===== src/rtl/operand_fetch_if.sv =====
// ID/EX boundary bundle for operand_fetch: the ID slot, register-file ports,
// write-back bypass inputs, flush/stall control and the registered EX fields.
interface operand_fetch_if;
  logic        id_valid;
  logic [31:0] id_pc;
  logic [31:0] id_instr;
  logic [4:0]  rs1_addr;
  logic [4:0]  rs2_addr;
  logic [31:0] rs1_data;
  logic [31:0] rs2_data;
  logic        wb_we;
  logic [4:0]  wb_rd;
  logic [31:0] wb_data;
  logic        ex_flush;
  logic        stall_id;
  logic        ex_valid;
  logic [31:0] ex_pc;
  logic [31:0] ex_instr;
  logic [31:0] ex_op1;
  logic [31:0] ex_op2;
  logic [31:0] ex_imm;
  logic [4:0]  ex_rd;
  logic        ex_is_load;
  logic [31:0] stall_count;

  modport slave (
    input  id_valid, id_pc, id_instr, rs1_data, rs2_data,
           wb_we, wb_rd, wb_data, ex_flush,
    output rs1_addr, rs2_addr, stall_id, ex_valid, ex_pc, ex_instr,
           ex_op1, ex_op2, ex_imm, ex_rd, ex_is_load, stall_count
  );

  modport master (
    output id_valid, id_pc, id_instr, rs1_data, rs2_data,
           wb_we, wb_rd, wb_data, ex_flush,
    input  rs1_addr, rs2_addr, stall_id, ex_valid, ex_pc, ex_instr,
           ex_op1, ex_op2, ex_imm, ex_rd, ex_is_load, stall_count
  );
endinterface


===== src/rtl/operand_fetch.sv =====
// Decode-to-execute stage: RF address drive, write-back bypass, immediate decode,
// load-use hazard detection and the ID/EX pipeline register.
module operand_fetch #(
  parameter int          XLEN      = 32,
  parameter logic [31:0] NOP_INSTR = 32'h0000_0013
) (
  input  logic           clk,
  input  logic           rst_n,
  operand_fetch_if.slave io_of
);
  localparam logic [6:0] OP_LUI    = 7'b0110111;
  localparam logic [6:0] OP_AUIPC  = 7'b0010111;
  localparam logic [6:0] OP_JAL    = 7'b1101111;
  localparam logic [6:0] OP_JALR   = 7'b1100111;
  localparam logic [6:0] OP_BRANCH = 7'b1100011;
  localparam logic [6:0] OP_LOAD   = 7'b0000011;
  localparam logic [6:0] OP_STORE  = 7'b0100011;
  localparam logic [6:0] OP_IMM    = 7'b0010011;
  localparam logic [6:0] OP_REG    = 7'b0110011;

  logic [31:0]     w_instr;
  logic [6:0]      w_opcode;
  logic [4:0]      w_rs1;
  logic [4:0]      w_rs2;
  logic [4:0]      w_rd;
  logic            w_uses_rs1;
  logic            w_uses_rs2;
  logic            w_has_rd;
  logic            w_hazard;
  logic            w_stall;
  logic [XLEN-1:0] w_op1;
  logic [XLEN-1:0] w_op2;
  logic [XLEN-1:0] w_imm;

  logic            r_ex_valid;
  logic [XLEN-1:0] r_ex_pc;
  logic [31:0]     r_ex_instr;
  logic [XLEN-1:0] r_ex_op1;
  logic [XLEN-1:0] r_ex_op2;
  logic [XLEN-1:0] r_ex_imm;
  logic [4:0]      r_ex_rd;
  logic            r_ex_is_load;
  logic [31:0]     r_stall_count;

  assign w_instr  = io_of.id_instr;
  assign w_opcode = w_instr[6:0];
  assign w_rd     = w_instr[11:7];
  assign w_rs1    = w_instr[19:15];
  assign w_rs2    = w_instr[24:20];

  assign w_uses_rs1 = (w_opcode != OP_LUI) && (w_opcode != OP_AUIPC) && (w_opcode != OP_JAL);
  assign w_uses_rs2 = (w_opcode == OP_REG) || (w_opcode == OP_STORE) || (w_opcode == OP_BRANCH);
  assign w_has_rd   = (w_opcode != OP_STORE) && (w_opcode != OP_BRANCH);

  // A same-cycle RF write is not visible on the read port, so forward it here.
  always_comb begin
    w_op1 = io_of.rs1_data;
    if (w_rs1 == 5'd0)
      w_op1 = '0;
    else if (io_of.wb_we && (io_of.wb_rd == w_rs1))
      w_op1 = io_of.wb_data;
  end

  always_comb begin
    w_op2 = io_of.rs2_data;
    if (w_rs2 == 5'd0)
      w_op2 = '0;
    else if (io_of.wb_we && (io_of.wb_rd == w_rs2))
      w_op2 = io_of.wb_data;
  end

  always_comb begin
    w_imm = '0;
    case (w_opcode)
      OP_IMM, OP_LOAD, OP_JALR:
        w_imm = {{20{w_instr[31]}}, w_instr[31:20]};
      OP_STORE:
        w_imm = {{20{w_instr[31]}}, w_instr[31:25], w_instr[11:7]};
      OP_BRANCH:
        w_imm = {{19{w_instr[31]}}, w_instr[31], w_instr[7], w_instr[30:25],
                 w_instr[11:8], 1'b0};
      OP_LUI, OP_AUIPC:
        w_imm = {w_instr[31:12], 12'h000};
      OP_JAL:
        w_imm = {{11{w_instr[31]}}, w_instr[31], w_instr[19:12], w_instr[20],
                 w_instr[30:21], 1'b0};
      default:
        w_imm = '0;
    endcase
  end

  assign w_hazard = io_of.id_valid && r_ex_valid && r_ex_is_load && (r_ex_rd != 5'd0) &&
                    ((w_uses_rs1 && (r_ex_rd == w_rs1)) || (w_uses_rs2 && (r_ex_rd == w_rs2)));
  assign w_stall  = w_hazard && !io_of.ex_flush;

  // Flush, stall and an empty ID slot all load the same bubble.
  always_ff @(posedge clk or negedge rst_n) begin
    if (!rst_n) begin
      r_ex_valid   <= 1'b0;
      r_ex_pc      <= '0;
      r_ex_instr   <= NOP_INSTR;
      r_ex_op1     <= '0;
      r_ex_op2     <= '0;
      r_ex_imm     <= '0;
      r_ex_rd      <= 5'd0;
      r_ex_is_load <= 1'b0;
    end else if (io_of.ex_flush || w_hazard || !io_of.id_valid) begin
      r_ex_valid   <= 1'b0;
      r_ex_pc      <= '0;
      r_ex_instr   <= NOP_INSTR;
      r_ex_op1     <= '0;
      r_ex_op2     <= '0;
      r_ex_imm     <= '0;
      r_ex_rd      <= 5'd0;
      r_ex_is_load <= 1'b0;
    end else begin
      r_ex_valid   <= 1'b1;
      r_ex_pc      <= io_of.id_pc;
      r_ex_instr   <= w_instr;
      r_ex_op1     <= w_op1;
      r_ex_op2     <= w_op2;
      r_ex_imm     <= w_imm;
      r_ex_rd      <= w_has_rd ? w_rd : 5'd0;
      r_ex_is_load <= (w_opcode == OP_LOAD);
    end
  end

  always_ff @(posedge clk or negedge rst_n) begin
    if (!rst_n)
      r_stall_count <= '0;
    else if (w_stall && (r_stall_count != 32'hFFFF_FFFF))
      r_stall_count <= r_stall_count + 32'd1;
  end

  assign io_of.rs1_addr    = w_rs1;
  assign io_of.rs2_addr    = w_rs2;
  assign io_of.stall_id    = w_stall;
  assign io_of.ex_valid    = r_ex_valid;
  assign io_of.ex_pc       = r_ex_pc;
  assign io_of.ex_instr    = r_ex_instr;
  assign io_of.ex_op1      = r_ex_op1;
  assign io_of.ex_op2      = r_ex_op2;
  assign io_of.ex_imm      = r_ex_imm;
  assign io_of.ex_rd       = r_ex_rd;
  assign io_of.ex_is_load  = r_ex_is_load;
  assign io_of.stall_count = r_stall_count;
endmodule


===== src/flat_wrapper.sv =====
// flat-port wrapper written by rule: the top's interface ports become plain ports
module operand_fetch_flat 
#(
  parameter int          XLEN      = 32,
  parameter logic [31:0] NOP_INSTR = 32'h0000_0013
)
  (clk, rst_n, io_of_id_valid, io_of_id_pc, io_of_id_instr, io_of_rs1_data, io_of_rs2_data, io_of_wb_we, io_of_wb_rd, io_of_wb_data, io_of_ex_flush, io_of_rs1_addr, io_of_rs2_addr, io_of_stall_id, io_of_ex_valid, io_of_ex_pc, io_of_ex_instr, io_of_ex_op1, io_of_ex_op2, io_of_ex_imm, io_of_ex_rd, io_of_ex_is_load, io_of_stall_count);
  operand_fetch_if io_of_i ();
  input  logic clk;
  input  logic rst_n;
  input wire logic [$bits(io_of_i.id_valid)-1:0] io_of_id_valid;
  input wire logic [$bits(io_of_i.id_pc)-1:0] io_of_id_pc;
  input wire logic [$bits(io_of_i.id_instr)-1:0] io_of_id_instr;
  input wire logic [$bits(io_of_i.rs1_data)-1:0] io_of_rs1_data;
  input wire logic [$bits(io_of_i.rs2_data)-1:0] io_of_rs2_data;
  input wire logic [$bits(io_of_i.wb_we)-1:0] io_of_wb_we;
  input wire logic [$bits(io_of_i.wb_rd)-1:0] io_of_wb_rd;
  input wire logic [$bits(io_of_i.wb_data)-1:0] io_of_wb_data;
  input wire logic [$bits(io_of_i.ex_flush)-1:0] io_of_ex_flush;
  output wire logic [$bits(io_of_i.rs1_addr)-1:0] io_of_rs1_addr;
  output wire logic [$bits(io_of_i.rs2_addr)-1:0] io_of_rs2_addr;
  output wire logic [$bits(io_of_i.stall_id)-1:0] io_of_stall_id;
  output wire logic [$bits(io_of_i.ex_valid)-1:0] io_of_ex_valid;
  output wire logic [$bits(io_of_i.ex_pc)-1:0] io_of_ex_pc;
  output wire logic [$bits(io_of_i.ex_instr)-1:0] io_of_ex_instr;
  output wire logic [$bits(io_of_i.ex_op1)-1:0] io_of_ex_op1;
  output wire logic [$bits(io_of_i.ex_op2)-1:0] io_of_ex_op2;
  output wire logic [$bits(io_of_i.ex_imm)-1:0] io_of_ex_imm;
  output wire logic [$bits(io_of_i.ex_rd)-1:0] io_of_ex_rd;
  output wire logic [$bits(io_of_i.ex_is_load)-1:0] io_of_ex_is_load;
  output wire logic [$bits(io_of_i.stall_count)-1:0] io_of_stall_count;
  assign io_of_i.id_valid = io_of_id_valid;
  assign io_of_i.id_pc = io_of_id_pc;
  assign io_of_i.id_instr = io_of_id_instr;
  assign io_of_i.rs1_data = io_of_rs1_data;
  assign io_of_i.rs2_data = io_of_rs2_data;
  assign io_of_i.wb_we = io_of_wb_we;
  assign io_of_i.wb_rd = io_of_wb_rd;
  assign io_of_i.wb_data = io_of_wb_data;
  assign io_of_i.ex_flush = io_of_ex_flush;
  assign io_of_rs1_addr = io_of_i.rs1_addr;
  assign io_of_rs2_addr = io_of_i.rs2_addr;
  assign io_of_stall_id = io_of_i.stall_id;
  assign io_of_ex_valid = io_of_i.ex_valid;
  assign io_of_ex_pc = io_of_i.ex_pc;
  assign io_of_ex_instr = io_of_i.ex_instr;
  assign io_of_ex_op1 = io_of_i.ex_op1;
  assign io_of_ex_op2 = io_of_i.ex_op2;
  assign io_of_ex_imm = io_of_i.ex_imm;
  assign io_of_ex_rd = io_of_i.ex_rd;
  assign io_of_ex_is_load = io_of_i.ex_is_load;
  assign io_of_stall_count = io_of_i.stall_count;
  operand_fetch #(.XLEN(XLEN), .NOP_INSTR(NOP_INSTR)) u_core (.clk(clk), .rst_n(rst_n), .io_of(io_of_i));
endmodule

===== config.mk =====
export PLATFORM = sky130hd
export DESIGN_NAME = operand_fetch_flat
export DESIGN_NICKNAME = d
export VERILOG_FILES = /design/src/rtl/operand_fetch_if.sv /design/src/rtl/operand_fetch.sv /design/src/flat_wrapper.sv
export SDC_FILE = /design/constraint.sdc
export NUM_CORES = 1
export LEC_CHECK = 0
export CORE_MARGIN = 10
export CORE_UTILIZATION = 45
export CTS_BUF_LIST = sky130_fd_sc_hd__clkbuf_8
export DETAILED_ROUTE_END_ITERATION = 7
export GPL_TIMING_DRIVEN = 0
export PLACE_DENSITY = 0.87
export SLEW_MARGIN = 20
export SYNTH_ARGS = -nofsm -noshare
export SYNTH_HDL_FRONTEND = slang
export SYNTH_SLANG_ARGS = --single-unit
export TNS_END_PERCENT = 20

===== constraint.sdc =====
create_clock -name clk -period 4.4 [get_ports clk]
set_input_delay 0.44 -clock clk [delete_from_list [all_inputs] [get_ports clk]]
set_output_delay 0.44 -clock clk [all_outputs]
set_load 0.01 [all_outputs]

==> results.cfg <==
[placed_design]
finalWeightedCongestion = 0.9017
dp_hpwl_mm = 24.09
placed_area_mm2 = 0.01216
port_buffers = 377

[layout]
fin_util = 0.7202
final_area_mm2 = 0.01254
fill_cells = 1258
drive_above_1_share = 0.07282
final_nets = 1284
area_delta_synth_final_pct = 55.38

[setup_path]
critPathLaunchType = input pin
r2r-end = u_core.io_of.stall_count[1]$_DFFE_PN0P_
crit_chain = clkdlybuf4s50_1 > xnor2_1 > nand3_1 > nor4_2 > o21a_1 > clkdlybuf4s50_1
worstPathMaxFanout = 7
criticalPathCategory = in2out
cp_common_cell = clkdlybuf4s50_1
crit_slowest_cell = clkdlybuf4s50_1
crit_buf_inv = 2
r2r_slack_ps = 2080
worstPathRequired_ps = 3960
worstSetupEndpointType = primary output
rr_startpoint = u_core.io_of.stall_count[0]$_DFFE_PN0P_
r2r.worst_path.cells = 7
critPathMaxStageDelay_ps = 730
cp_top_family = buffers and inverters
crit_arrival_ps = 2780

[power_and_ir_drop]
total_leakage_power_uw = 0.005690
ir_drop_v = 0.0001710
power.density_mw_per_mm2 = 281.4

[yosys]
seq_area_frac_synth = 0.6173
synthArstFlopShare = 1.000
synth_ff_type = dfrtp_1
syn_nets = 887
synth_edf_count = 0
syn_inst = 716
synth_area_mm2 = 0.008073
ys_warn_count = 0
yosys.area.top_type = dfrtp_1
synth_seq_cells = 199
syn_area_per_cell_um2 = 11.27
synth.distinct_cells = 54
synth_top_area_share = 0.6076
synth.area.top_cells = dfrtp_1, and3_1, nand2_1
yosysMostFrequentCell = dfrtp_1
yosys-top-cells-count = dfrtp_1, nand2_1, and3_1, a21oi_1, nor2_1

[timing]
timing.hold.ws_ps = -21.67
rsz0062_at_grt = no
hold_violations = 6
setup_viol = 0
fin_crit_sh = 0.7328
fin_crit_ps = 3225
drv_slew = 0
tightest_slew_ps = 817.9
fmax_mhz = 310.1
maxSlewHeadroom = 0.4535
finClkSkew_ps = 19.27

[clock_network]
path_clk_slew_ps = 110
cts_tree = done
clk_path_buf_depth = 2
clk_latency_ps = 460
cts_made_buffers = 17
cts_root_buf = clkbuf_8
post_cts_buffers = 0
h-tree-depth = 4
cts_resized = 0
cts.sinks = 199
cts_hold_buf = 0

[drt]
vias = 7019
ant_nets = 0
wl_per_cell_um = 22.44
drc_errors = 0
totalWireLength_mm = 30.37
viasPerCell = 5.188
dr.first_iter.drc_count = 384
drt-pass1-iter-count = 5

[outcome]
violations = negative hold slack
status = complete, but fails checks

[grt]
grt.total_usage = 0.2477
grt_pass1_vias = 7290
grt_util_met2 = 0.4440
overflow = 0
use_met3 = 0.08117
grt_max_degree = 104
met1_usage = 0.2719
grt_pass1_wl_mm = 45.45
antenna_found_initial = 2
busiest_layer = met2

[floorplanning]
die_h_um = 153.9
io_pins = 380
die_x_um = 153.9
row_count = 48
die-area_mm2 = 0.02370
coreArea_mm2 = 0.01742
start_util = 0.4635

[worst_hold_path]
hold_path.class = in2async

[flow_run]
maxCapViolCount = 0
==> final cells by class <==
class                           count  area (um^2)  area share
Timing Repair Buffer              378         3806      0.3034
Tap cell                          225        281.5     0.02244
Inverter                            9        33.78    0.002693
Multi-Input combinational cell    457         2746      0.2190
Clock inverter                     14        130.1     0.01037
Buffer                             51        309.0     0.02464
Antenna cell                        2        5.005   0.0003990
Clock buffer                       18        247.7     0.01975
Sequential cell                   199         4984      0.3973
==> cell families after synthesis <==
| group | synth area share |
|---|---|
| simple gates | 0.1894 |
| flops | 0.6173 |
| buf+inv | 0.04247 |
| fa+ha+maj | 0.001550 |
| compound gates | 0.05502 |
| mux | 0.04107 |
| xor+xnor | 0.05316 |
==> power by group <==
part / total, uW / switching, uW / internal, uW / leakage (uW)
Sequential: 1890 / 17.0 / 1880 / 0.00268
Clock: 1140 / 703 / 434 / 0.000198
Combinational: 499 / 216 / 283 / 0.00282
Total: 3530 / 936 / 2590 / 0.00569
==> placed cells by master (no fill, tap or decap), drive strengths merged, types with 6 or more instances in the layout <==
master and count:
clkdlybuf4s50 376, dfrtp 196, nand2 102, and3 78, a21oi 54, nor2 50, clkbuf 43, xor2 32
mux2i 32, buf 28, inv 18, xnor2 17, nand3 15, nor3 15, nor4 15, nand4 6
==> state kept, by name, indices dropped and copies added, names as in the netlist <==
name / count
u_core.io_of.ex_imm: 32
u_core.io_of.ex_op1: 32
u_core.io_of.ex_valid: 1
u_core.io_of.ex_instr: 32
u_core.io_of.stall_count: 32
u_core.io_of.ex_rd: 5
u_core.io_of.ex_op2: 32
u_core.io_of.ex_is_load: 1
u_core.io_of.ex_pc: 32
==> layer usage <==
layer  wire, um  part of all wire
met5          0                 0
met3       2587             0.085
met1      11110              0.37
met2      16060              0.53
met4        612             0.020
==> how the worst max path moves through the flow <==
stage                       startpoint                                 endpoint  slack, ps  cells after the start
floorplan            io_of_id_instr[6]  u_core.io_of.stall_count[1]$_DFFE_PN0P_       2220                      7
global placement                 rst_n        u_core.io_of.ex_op2[23]$_DFF_PN0_      -5220                      1
detailed placement  io_of_id_instr[22]                           io_of_stall_id       1220                      6
CTS                 io_of_id_instr[24]                           io_of_stall_id       1200                      6
global route        io_of_id_instr[24]                           io_of_stall_id       1080                      6
finish              io_of_id_instr[24]                           io_of_stall_id       1180                      6
==> metrics by stage <==
step           cells   TNS, ps  hold WS (ps)  total power, uW  setup WS (ps)
2_1_floorplan    716         0         144.4             2067           2221
5_1_grt         1353         0         24.85             3671           1079
3_5_place_dp    1319         0         486.1             2434           1220
3_3_place_gp    1318  -1027030         481.2             2421          -5217
6_report        1353         0        -21.67             3530           1175
4_1_cts         1351         0         1.207             3560           1198
Note: power is estimated with default switching activity, not from simulation.
